===== src/rtl/axi4lite_reg_slave.sv =====
// AXI4-Lite slave exposing NUM_REGS data-width registers with byte strobes.
// Read-only slots carry no storage and read back their hw_in slice instead.
module axi4lite_reg_slave #(
    parameter int ADDRWIDTH = 8,
    parameter int DATAWIDTH = 32,
    parameter int NUM_REGS = 16,
    parameter logic [NUM_REGS-1:0] RO_MASK = '0
) (
    input  logic                          ACLK,
    input  logic                          ARESET,
    input  logic [ADDRWIDTH-1:0]          AWADDR,
    input  logic                          AWVALID,
    output logic                          AWREADY,
    input  logic [DATAWIDTH-1:0]          WDATA,
    input  logic [DATAWIDTH/8-1:0]        WSTRB,
    input  logic                          WVALID,
    output logic                          WREADY,
    output logic [1:0]                    BRESP,
    output logic                          BVALID,
    input  logic                          BREADY,
    input  logic [ADDRWIDTH-1:0]          ARADDR,
    input  logic                          ARVALID,
    output logic                          ARREADY,
    output logic [DATAWIDTH-1:0]          RDATA,
    output logic [1:0]                    RRESP,
    output logic                          RVALID,
    input  logic                          RREADY,
    output logic [NUM_REGS*DATAWIDTH-1:0] reg_q,
    input  logic [NUM_REGS*DATAWIDTH-1:0] hw_in
);
    localparam int STRBW = DATAWIDTH / 8;
    localparam int OFFW = $clog2(STRBW);
    localparam int IDXW = ADDRWIDTH - OFFW;
    localparam logic [1:0] RESP_OKAY = 2'b00;
    localparam logic [1:0] RESP_SLVERR = 2'b10;

    typedef enum logic {W_IDLE, W_RESP} w_state_t;
    typedef enum logic {R_IDLE, R_DATA} r_state_t;

    w_state_t w_state, w_state_nxt;
    r_state_t r_state, r_state_nxt;
    logic ready_en;
    logic aw_held, w_held;
    logic [IDXW-1:0] aw_idx;
    logic [DATAWIDTH-1:0] w_data;
    logic [STRBW-1:0] w_strb;
    logic aw_hs, w_hs, ar_hs, wr_fire, wr_ok;
    logic [IDXW-1:0] ar_idx;
    logic [DATAWIDTH-1:0] rd_val;
    logic rd_ok;
    logic unused_addr_lsbs;

    function automatic logic idx_writable(input logic [IDXW-1:0] idx);
        logic ok;
        ok = 1'b0;
        for (int i = 0; i < NUM_REGS; i++)
            if (idx == IDXW'(i)) ok = !RO_MASK[i];
        return ok;
    endfunction

    assign unused_addr_lsbs = ^{AWADDR[OFFW-1:0], ARADDR[OFFW-1:0]};
    assign ar_idx = ARADDR[ADDRWIDTH-1:OFFW];

    // Keeps every READY low while reset is applied, high from the first edge after release.
    always_ff @(posedge ACLK or posedge ARESET) begin
        if (ARESET) ready_en <= 1'b0;
        else        ready_en <= 1'b1;
    end

    assign AWREADY = ready_en && (w_state == W_IDLE) && !aw_held;
    assign WREADY  = ready_en && (w_state == W_IDLE) && !w_held;
    assign ARREADY = ready_en && (r_state == R_IDLE);
    assign BVALID  = (w_state == W_RESP);
    assign RVALID  = (r_state == R_DATA);

    assign aw_hs = AWVALID && AWREADY;
    assign w_hs  = WVALID && WREADY;
    assign ar_hs = ARVALID && ARREADY;
    assign wr_ok = idx_writable(aw_idx);

    always_ff @(posedge ACLK or posedge ARESET) begin
        if (ARESET) w_state <= W_IDLE;
        else        w_state <= w_state_nxt;
    end

    always_comb begin
        w_state_nxt = w_state;
        wr_fire = 1'b0;
        case (w_state)
            W_IDLE: if (aw_held && w_held) begin
                wr_fire = 1'b1;
                w_state_nxt = W_RESP;
            end
            W_RESP: if (BREADY) w_state_nxt = W_IDLE;
            default: w_state_nxt = W_IDLE;
        endcase
    end

    always_ff @(posedge ACLK or posedge ARESET) begin
        if (ARESET) begin
            aw_held <= 1'b0;
            w_held <= 1'b0;
            BRESP <= RESP_OKAY;
        end else if (wr_fire) begin
            aw_held <= 1'b0;
            w_held <= 1'b0;
            BRESP <= wr_ok ? RESP_OKAY : RESP_SLVERR;
        end else begin
            if (aw_hs) aw_held <= 1'b1;
            if (w_hs)  w_held <= 1'b1;
        end
    end

    // Payload latches are qualified by the held flags, so they need no reset.
    always_ff @(posedge ACLK) begin
        if (aw_hs) aw_idx <= AWADDR[ADDRWIDTH-1:OFFW];
        if (w_hs) begin
            w_data <= WDATA;
            w_strb <= WSTRB;
        end
    end

    for (genvar i = 0; i < NUM_REGS; i++) begin : g_reg
        if (RO_MASK[i]) begin : g_ro
            assign reg_q[i*DATAWIDTH +: DATAWIDTH] = '0;
        end else begin : g_rw
            logic [DATAWIDTH-1:0] q;
            always_ff @(posedge ACLK or posedge ARESET) begin
                if (ARESET) begin
                    q <= '0;
                end else if (wr_fire && (aw_idx == IDXW'(i))) begin
                    for (int k = 0; k < STRBW; k++)
                        if (w_strb[k]) q[k*8 +: 8] <= w_data[k*8 +: 8];
                end
            end
            assign reg_q[i*DATAWIDTH +: DATAWIDTH] = q;
        end
    end

    // Read mux samples reg_q before any same-edge commit lands.
    always_comb begin
        rd_val = '0;
        rd_ok = 1'b0;
        for (int i = 0; i < NUM_REGS; i++) begin
            if (ar_idx == IDXW'(i)) begin
                rd_ok = 1'b1;
                rd_val = RO_MASK[i] ? hw_in[i*DATAWIDTH +: DATAWIDTH]
                                    : reg_q[i*DATAWIDTH +: DATAWIDTH];
            end
        end
    end

    always_ff @(posedge ACLK or posedge ARESET) begin
        if (ARESET) r_state <= R_IDLE;
        else        r_state <= r_state_nxt;
    end

    always_comb begin
        r_state_nxt = r_state;
        case (r_state)
            R_IDLE: if (ar_hs) r_state_nxt = R_DATA;
            R_DATA: if (RREADY) r_state_nxt = R_IDLE;
            default: r_state_nxt = R_IDLE;
        endcase
    end

    always_ff @(posedge ACLK or posedge ARESET) begin
        if (ARESET) begin
            RDATA <= '0;
            RRESP <= RESP_OKAY;
        end else if (ar_hs) begin
            RDATA <= rd_val;
            RRESP <= rd_ok ? RESP_OKAY : RESP_SLVERR;
        end
    end

endmodule


===== config.mk =====
export PLATFORM = sky130hd
export DESIGN_NAME = axi4lite_reg_slave
export DESIGN_NICKNAME = d
export VERILOG_FILES = /design/src/rtl/axi4lite_reg_slave.sv
export SDC_FILE = /design/constraint.sdc
export NUM_CORES = 1
export LEC_CHECK = 0
export CAP_MARGIN = 0
export CELL_PAD_IN_SITES_DETAIL_PLACEMENT = 2
export CELL_PAD_IN_SITES_GLOBAL_PLACEMENT = 2
export CORE_AREA = 2 2 439 441
export CTS_CLUSTER_SIZE = 8
export DETAILED_ROUTE_END_ITERATION = 8
export DIE_AREA = 0 0 441 443
export PLACE_DENSITY = 0.58
export SLEW_MARGIN = 20
export SYNTH_ARGS = -nofsm -noshare
export SYNTH_HDL_FRONTEND = slang
export SYNTH_SLANG_ARGS = --single-unit

===== constraint.sdc =====
create_clock -name ACLK -period 20.4 [get_ports ACLK]
set_input_delay 6.12 -clock ACLK [delete_from_list [all_inputs] [get_ports ACLK]]
set_output_delay 6.12 -clock ACLK [all_outputs]
set_load 0.1 [all_outputs]

==> results of run 1 <==
[kinds of logic after synthesis]
kind of cell | after synthesis | share of synthesized area
multiplexers | 598 | 0.263
flip-flops | 593 | 0.564
buffers and inverters | 153 | 0.0246
other | 2 | 0.000281
AO/OA/AOI/OAI | 349 | 0.0903
AND/OR/NAND/NOR | 328 | 0.0578
[cells in the mapped netlist (9+ instances only)]
cell type / number / area share
a2111oi_0: 16 / 0.0052
a211oi_1: 23 / 0.0065
a21oi_1: 55 / 0.010
a221oi_1: 34 / 0.011
a22oi_1: 12 / 0.0034
and2_0: 10 / 0.0023
and2_1: 37 / 0.0087
and3_1: 13 / 0.0030
buf_2: 32 / 0.0060
clkbuf_1: 99 / 0.014
dfrtp_1: 551 / 0.52
edfxtp_1: 42 / 0.047
inv_1: 9 / 0.0013
mux2_2: 526 / 0.22
mux2i_1: 41 / 0.015
mux4_2: 31 / 0.026
nand2_1: 110 / 0.015
nor2_1: 99 / 0.014
nor3_1: 23 / 0.0043
o211ai_1: 15 / 0.0042
o21ai_0: 68 / 0.013
o221ai_1: 32 / 0.010
o22ai_1: 43 / 0.010
[power groups by stage]
stage / clock network [mW] / logic (mW) / registers, mW
3_3_place_gp: 0 / 1.23 / 1.44
3_5_place_dp: 0 / 1.24 / 1.45
5_1_grt: 1.51 / 1.26 / 1.45
6_report: 1.42 / 1.23 / 1.43
2_1_floorplan: 0 / 0.204 / 2.06
4_1_cts: 1.48 / 1.24 / 1.43
[cell type report]
cell class                 instances  area share
antenna                            7    0.000457
sequential                       593       0.393
clock buffer                     122      0.0632
multi-input combinational       1278       0.290
tap                             2526      0.0825
clock inverter                    11     0.00271
timing repair buffer             666       0.167
inverter                          10     0.00108
[worst reg2reg max path, cell delays in order, from the launching register on]
cell,delay [ps]
edfxtp_1,370
nor2_1,650
nand4_1,300
nor3b_1,850
nand2_1,750
mux2_2,500
[metal layers]
metal / part of all wire / global-route usage / vias up
li1: - / - / 8753
met1: 0.43 / 0.230 / 11700
met2: 0.46 / 0.288 / 733
met3: 0.070 / 0.0530 / 188
met4: 0.043 / 0.0775 / 0
met5: 0 / 0 / -
[sequential cells by signal (all words and copies together) (netlist names)]
name	flops
RVALID	1
w_strb	4
RRESP	1
w_held	1
w_data	32
RDATA	32
aw_held	1
BVALID	1
g.g_rw.q	512
BRESP	1
aw_idx	6
ready_en	1
[stage by stage]
step	hold slack, ps	setup WS (ps)
after floorplan	495	6780
after global placement	470	9870
after detailed placement	501	9810
after CTS	513	10620
after global routing	530	10460
final	497	10560
[worst max-delay path by stage]
stage	from	end	slack (ps)	depth (start not counted)
2_1_floorplan	ARESET	BRESP[1]	6780	1
3_3_place_gp	ARADDR[7]	RDATA[6]	9870	9
3_5_place_dp	ARADDR[7]	RDATA[6]	9810	9
4_1_cts	ARADDR[7]	RDATA[6]	10620	9
5_1_grt	ARADDR[7]	RDATA[6]	10460	9
6_report	ARADDR[7]	RDATA[5]	10560	9
==> results.txt, run 1 <==
Horizontal die dimension -> 441 um
Async SR Flop Fraction -> 0.929
Wire length of the first global-routing pass -> 236,000 um
Number of remaining DRC errors -> 0
Sequential cell area -> 0.0150 mm2
Total number of nets in the final design -> 3,208
Total power per unit cell area -> 107 mW/mm2
Post-layout total power -> 4.08 mW
Switching fraction of total power -> 0.417
Most used flip-flop cell after synthesis -> dfrtp_1
Reg-to-reg startpoint -> aw_idx[5]
Transition at the pin with the smallest max-transition slack -> 1190 ps
Relative slew slack -> 0.203
Final worst path period need -> 9840 ps
Detailed-route wire length per cell -> 34.7 um
Crit share post-route -> 0.483
Type of the worst min-delay path -> flip-flop to flip-flop
Ports -> 1,124
Switching power -> 1.70 mW
Instance area after placement -> 0.0357 mm2
Maximum level of the CTS H-tree -> 3
Part of the total power dissipated in the clock network -> 0.349
Hold Crit Depth -> 2
HPWL after detailed placement -> 134,000 um
Chip Height -> 443 um
Cts hold-fix bufs -> 0
Slowest cell on crit path -> nor4b_4
GRT Total Usage -> 0.182
Largest stage delay, worst path -> 1050 ps
Data required time of the worst path -> 20,940 ps
Kind of start point of the critical path -> input pin
Post-CTS Setup Bufs -> 0
Clk pin slew, worst setup/hold paths -> 60 ps
Portion of total power attributed to sequential cells -> 0.350
Status -> finished, final reports clean
Worst reg2reg setup slack -> 16,840 ps
Vias per std cell -> 4.09
Combinational power share -> 0.301
Starting DRT DRC Count -> 1,257
Placeable core area -> 0.191 mm2
Area enclosed by the die boundary -> 0.195 mm2
Leading cell type in the layout, fill and taps excluded -> dfrtp_1
First-pass detailed-route iteration total -> 6
Worst VDD drop -> 0.0645 mV
Post-Synthesis Cell Area -> 0.0267 mm2
Clock network latency to the later pin of the worst-skew pair -> 710 ps
Vias in the first global route -> 23.1k
Quantity of I/O buffers inserted on ports -> 605
CP Class -> input pin to flip-flop
Final Hold Viols -> 0
Cell type group with the largest total delay on the critical path -> buffers and inverters
Starting Density -> 0.140
Site row count -> 161
TritonCTS buffer count -> 88
Commonest non-fill, non-tap cells in the layout -> dfrtp_1 (551), clkdlybuf4s50_1 (538), mux2_2 (526)
Count of filler cells inserted in the layout -> 21.0k
Count of cell types in the netlist -> 58
Cell depth of the worst flop-to-flop path -> 5
Critical-path cell list -> clkdlybuf4s50_1 -> nor4b_4 -> buf_4 -> nand2_2 -> buf_4 -> o221ai_1 -> o22ai_1 -> a221oi_1 -> o22ai_1
CP arrival -> 10,380 ps
CTS Root Buffer Type -> clkbuf_16
Share of the yosys chip area belonging to registers -> 0.564
Critical path endpoint category -> flip-flop
Total number of vias -> 21.3k
Total wirelength of the detailed-routed design -> 181,000 um
P_int -> 2.38 mW
Endpoint of the worst-slack reg-to-reg timing path -> g_reg[14].g_rw.q[8]
Post-route standard cell area excluding fillers -> 0.0383 mm2
Largest net degree at the start of global routing -> 127
Global route total overflow -> 0
Count of final setup violators -> 0
Cts repair resizes -> 0
Share of cells above drive strength 1 -> 0.307
Placer Congestion -> 0.780
Unrepaired setup endpoints after global routing -> false
Number of enable flip-flop cells after synthesis -> 42
Worst Clk Skew -> 21.5 ps
Count of yosys warnings during synthesis -> 0
Aggregate negative setup slack -> 0 ps
Initial antenna violation count -> 27
Number of synthesized register bits -> 593
TritonCTS clock tree -> done
Routed Antenna Nets -> 0
CP Buf/Inv Count -> 3
Sink of the worst hold path -> RDATA[21]
Multi-input logic area -> 0.0111 mm2
Static leakage -> 16.5 nW
Final core occ -> 0.200
Timing-limited maximum frequency -> 102 MHz
Number of buffers on the longest clock path -> 3
Post-Syn Instances -> 2,023
Startpoint of the tightest hold check path -> RDATA[21]
Final slew viol count -> 0
Number of cells in the finished layout apart from fillers -> 5,213
Placed cell count -> 5,072
Num Clock Sinks -> 593
Growth of design area from synthesis to finish -> 43.5%
Highest fanout seen on the critical path -> 11
Number of maximum-capacitance constraint violations -> 0
Post-synthesis average cell area -> 13.2 um2
Power figures use the tool's default switching activity.
==> run 2, diff against run 1 <==
Settings changed: PLACE_DENSITY 0.58 to 0.56.
Clock period 20.4 ns to 9.6 ns, I/O delays scaled along.
==> run 2 against run 1 <==
Register-to-register slack got worse by 11000 ps. Critical path depth decreased by 1. Combinational power increased by 110%. Worst hold slack got worse by 11 ps. Utilization increased by 0.064 points. Final cell count about the same. Routed wire length decreased by 0.73%. Clock-buffer cell count increased by 1. Cell area increased by 0.32%. Setup slack got worse by 7200 ps. Clock power increased by 120%.
==> results.txt, run 2 (synthesis results as in run 1) <==
Worst VDD drop -> 0.134 mV
Total power per unit cell area -> 229 mW/mm2
Largest registers ranked by flip-flop count -> g.g_rw.q x512, RDATA x32, w_data x32
Relative slew slack -> 0.176
Clock network latency to the later pin of the worst-skew pair -> 730 ps
Count of final setup violators -> 0
TritonCTS buffer count -> 90
Placeable core area -> 0.191 mm2
Data required time of the worst path -> 10,160 ps
Final worst path period need -> 6220 ps
Final core occ -> 0.201
CP arrival -> 6780 ps
Timing-limited maximum frequency -> 161 MHz
Hold Crit Depth -> 2
Number of remaining DRC errors -> 0
Post-CTS Setup Bufs -> 0
Commonest non-fill, non-tap cells in the layout -> dfrtp_1 (551), clkdlybuf4s50_1 (529), mux2_2 (526)
Place WS -> 2560 ps
Part of the total power dissipated in the clock network -> 0.358
Transition at the pin with the smallest max-transition slack -> 1200 ps
Status -> finished, final reports clean
Critical-path cell list -> clkdlybuf4s50_1 -> nor4b_4 -> buf_4 -> nand2_1 -> o221ai_1 -> o22ai_1 -> a221oi_1 -> o22ai_1
Worst reg2reg setup slack -> 6070 ps
Total number of vias -> 21.3k
TritonCTS clock tree -> done
Sink of the worst hold path -> RDATA[16]
Largest net degree at the start of global routing -> 147
Final setup margin -> 3380 ps
Combinational power share -> 0.296
Quantity of I/O buffers inserted on ports -> 605
Site row count -> 161
Crit share post-route -> 0.648
Final Hold Viols -> 0
Vias per std cell -> 4.08
Vias in the first global route -> 23.1k
GRT Total Usage -> 0.181
Number of cells in the finished layout apart from fillers -> 5,214
Instance area after placement -> 0.0358 mm2
Global route total overflow -> 0
Multi-input logic area -> 0.0111 mm2
Clk pin slew, worst setup/hold paths -> 60 ps
Initial antenna violation count -> 13
Area enclosed by the die boundary -> 0.195 mm2
Post-layout total power -> 8.80 mW
Portion of total power attributed to sequential cells -> 0.347
Startpoint of the tightest hold check path -> RDATA[16]
Switching power -> 3.68 mW
Slowest cell on crit path -> a221oi_1
Final slew viol count -> 0
Unrepaired setup endpoints after global routing -> false
Routed Antenna Nets -> 0
Leading cell type in the layout, fill and taps excluded -> dfrtp_1
Reg-to-reg startpoint -> aw_idx[5]
Detailed-route wire length per cell -> 34.4 um
Maximum level of the CTS H-tree -> 3
Placer Congestion -> 0.779
Register with the most flip-flops -> g.g_rw.q
Starting Density -> 0.140
Cell mode on critical path -> o22ai_1
Endpoint of the worst-slack reg-to-reg timing path -> g_reg[13].g_rw.q[13]
Placed cell count -> 5,070
Growth of design area from synthesis to finish -> 44.0%
Largest stage delay, worst path -> 850 ps
Wire length of the first global-routing pass -> 234,000 um
Static leakage -> 16.6 nW
Sequential cell area -> 0.0150 mm2
Cell depth of the worst flop-to-flop path -> 5
Number of buffers on the longest clock path -> 3
P_int -> 5.13 mW
Worst hold slack across all endpoints -> 486 ps
CP Class -> input pin to flip-flop
Count of filler cells inserted in the layout -> 21.0k
Share of cells above drive strength 1 -> 0.313
Cts repair resizes -> 0
Aggregate negative setup slack -> 0 ps
Highest fanout seen on the critical path -> 12
Flip-flop count of the largest register, all copies and words added -> 512
Critical path endpoint category -> flip-flop
Starting DRT DRC Count -> 1,128
Worst Setup SP -> ARADDR[7]
Cts hold-fix bufs -> 0
First-pass detailed-route iteration total -> 5
Total wirelength of the detailed-routed design -> 179,000 um
Chip Height -> 443 um
Num Clock Sinks -> 593
Switching fraction of total power -> 0.418
Type of the worst min-delay path -> flip-flop to flip-flop
Horizontal die dimension -> 441 um
Kind of start point of the critical path -> input pin
CTS Root Buffer Type -> clkbuf_16
Post-route standard cell area excluding fillers -> 0.0384 mm2
Ports -> 1,124
Number of maximum-capacitance constraint violations -> 0
HPWL after detailed placement -> 133,000 um
Worst Clk Skew -> 69.0 ps
Total number of nets in the final design -> 3,207
run 2: worst max-delay path by stage:
stage / cells past startpoint / endpoint / slack [ps]
global placement: 8 / RDATA[6] / 2570
CTS: 8 / RDATA[6] / 3380
detailed placement: 8 / RDATA[6] / 2560
floorplan: 1 / BRESP[1] / -780
finish: 8 / RDATA[6] / 3380
global route: 8 / RDATA[6] / 3210
run 2: power by group through the flow:
stage               Combinational, mW  Clock, mW  Sequential (mW)
detailed placement               2.64          0             3.09
CTS                              2.64       3.27             3.05
floorplan                       0.433          0             4.38
finish                           2.60       3.15             3.05
global route                     2.68       3.34             3.08
global placement                 2.63          0             3.08
run 2: cell type report:
type	count	area share
Antenna cell	5	0.000326
Clock buffer	123	0.0639
Clock inverter	16	0.00579
Inverter	10	0.00107
Multi-Input combinational cell	1278	0.290
Sequential cell	593	0.392
Tap cell	2526	0.0822
Timing Repair Buffer	663	0.166
run 2: routing by layer:
layer  track usage  share of wire  vias to the layer above
li1              -              -                     8771
met1         0.225           0.42                    11500
met2         0.295           0.47                      773
met3        0.0528          0.070                      192
met4        0.0670          0.039                        0
met5             0              0                        -
run 2: critical path: cells and delay by family:
family,cells,cell delay [ps]
AO/OA/AOI/OAI,4,1610
AND/OR/NAND/NOR,2,1150
buffers and inverters,2,1110
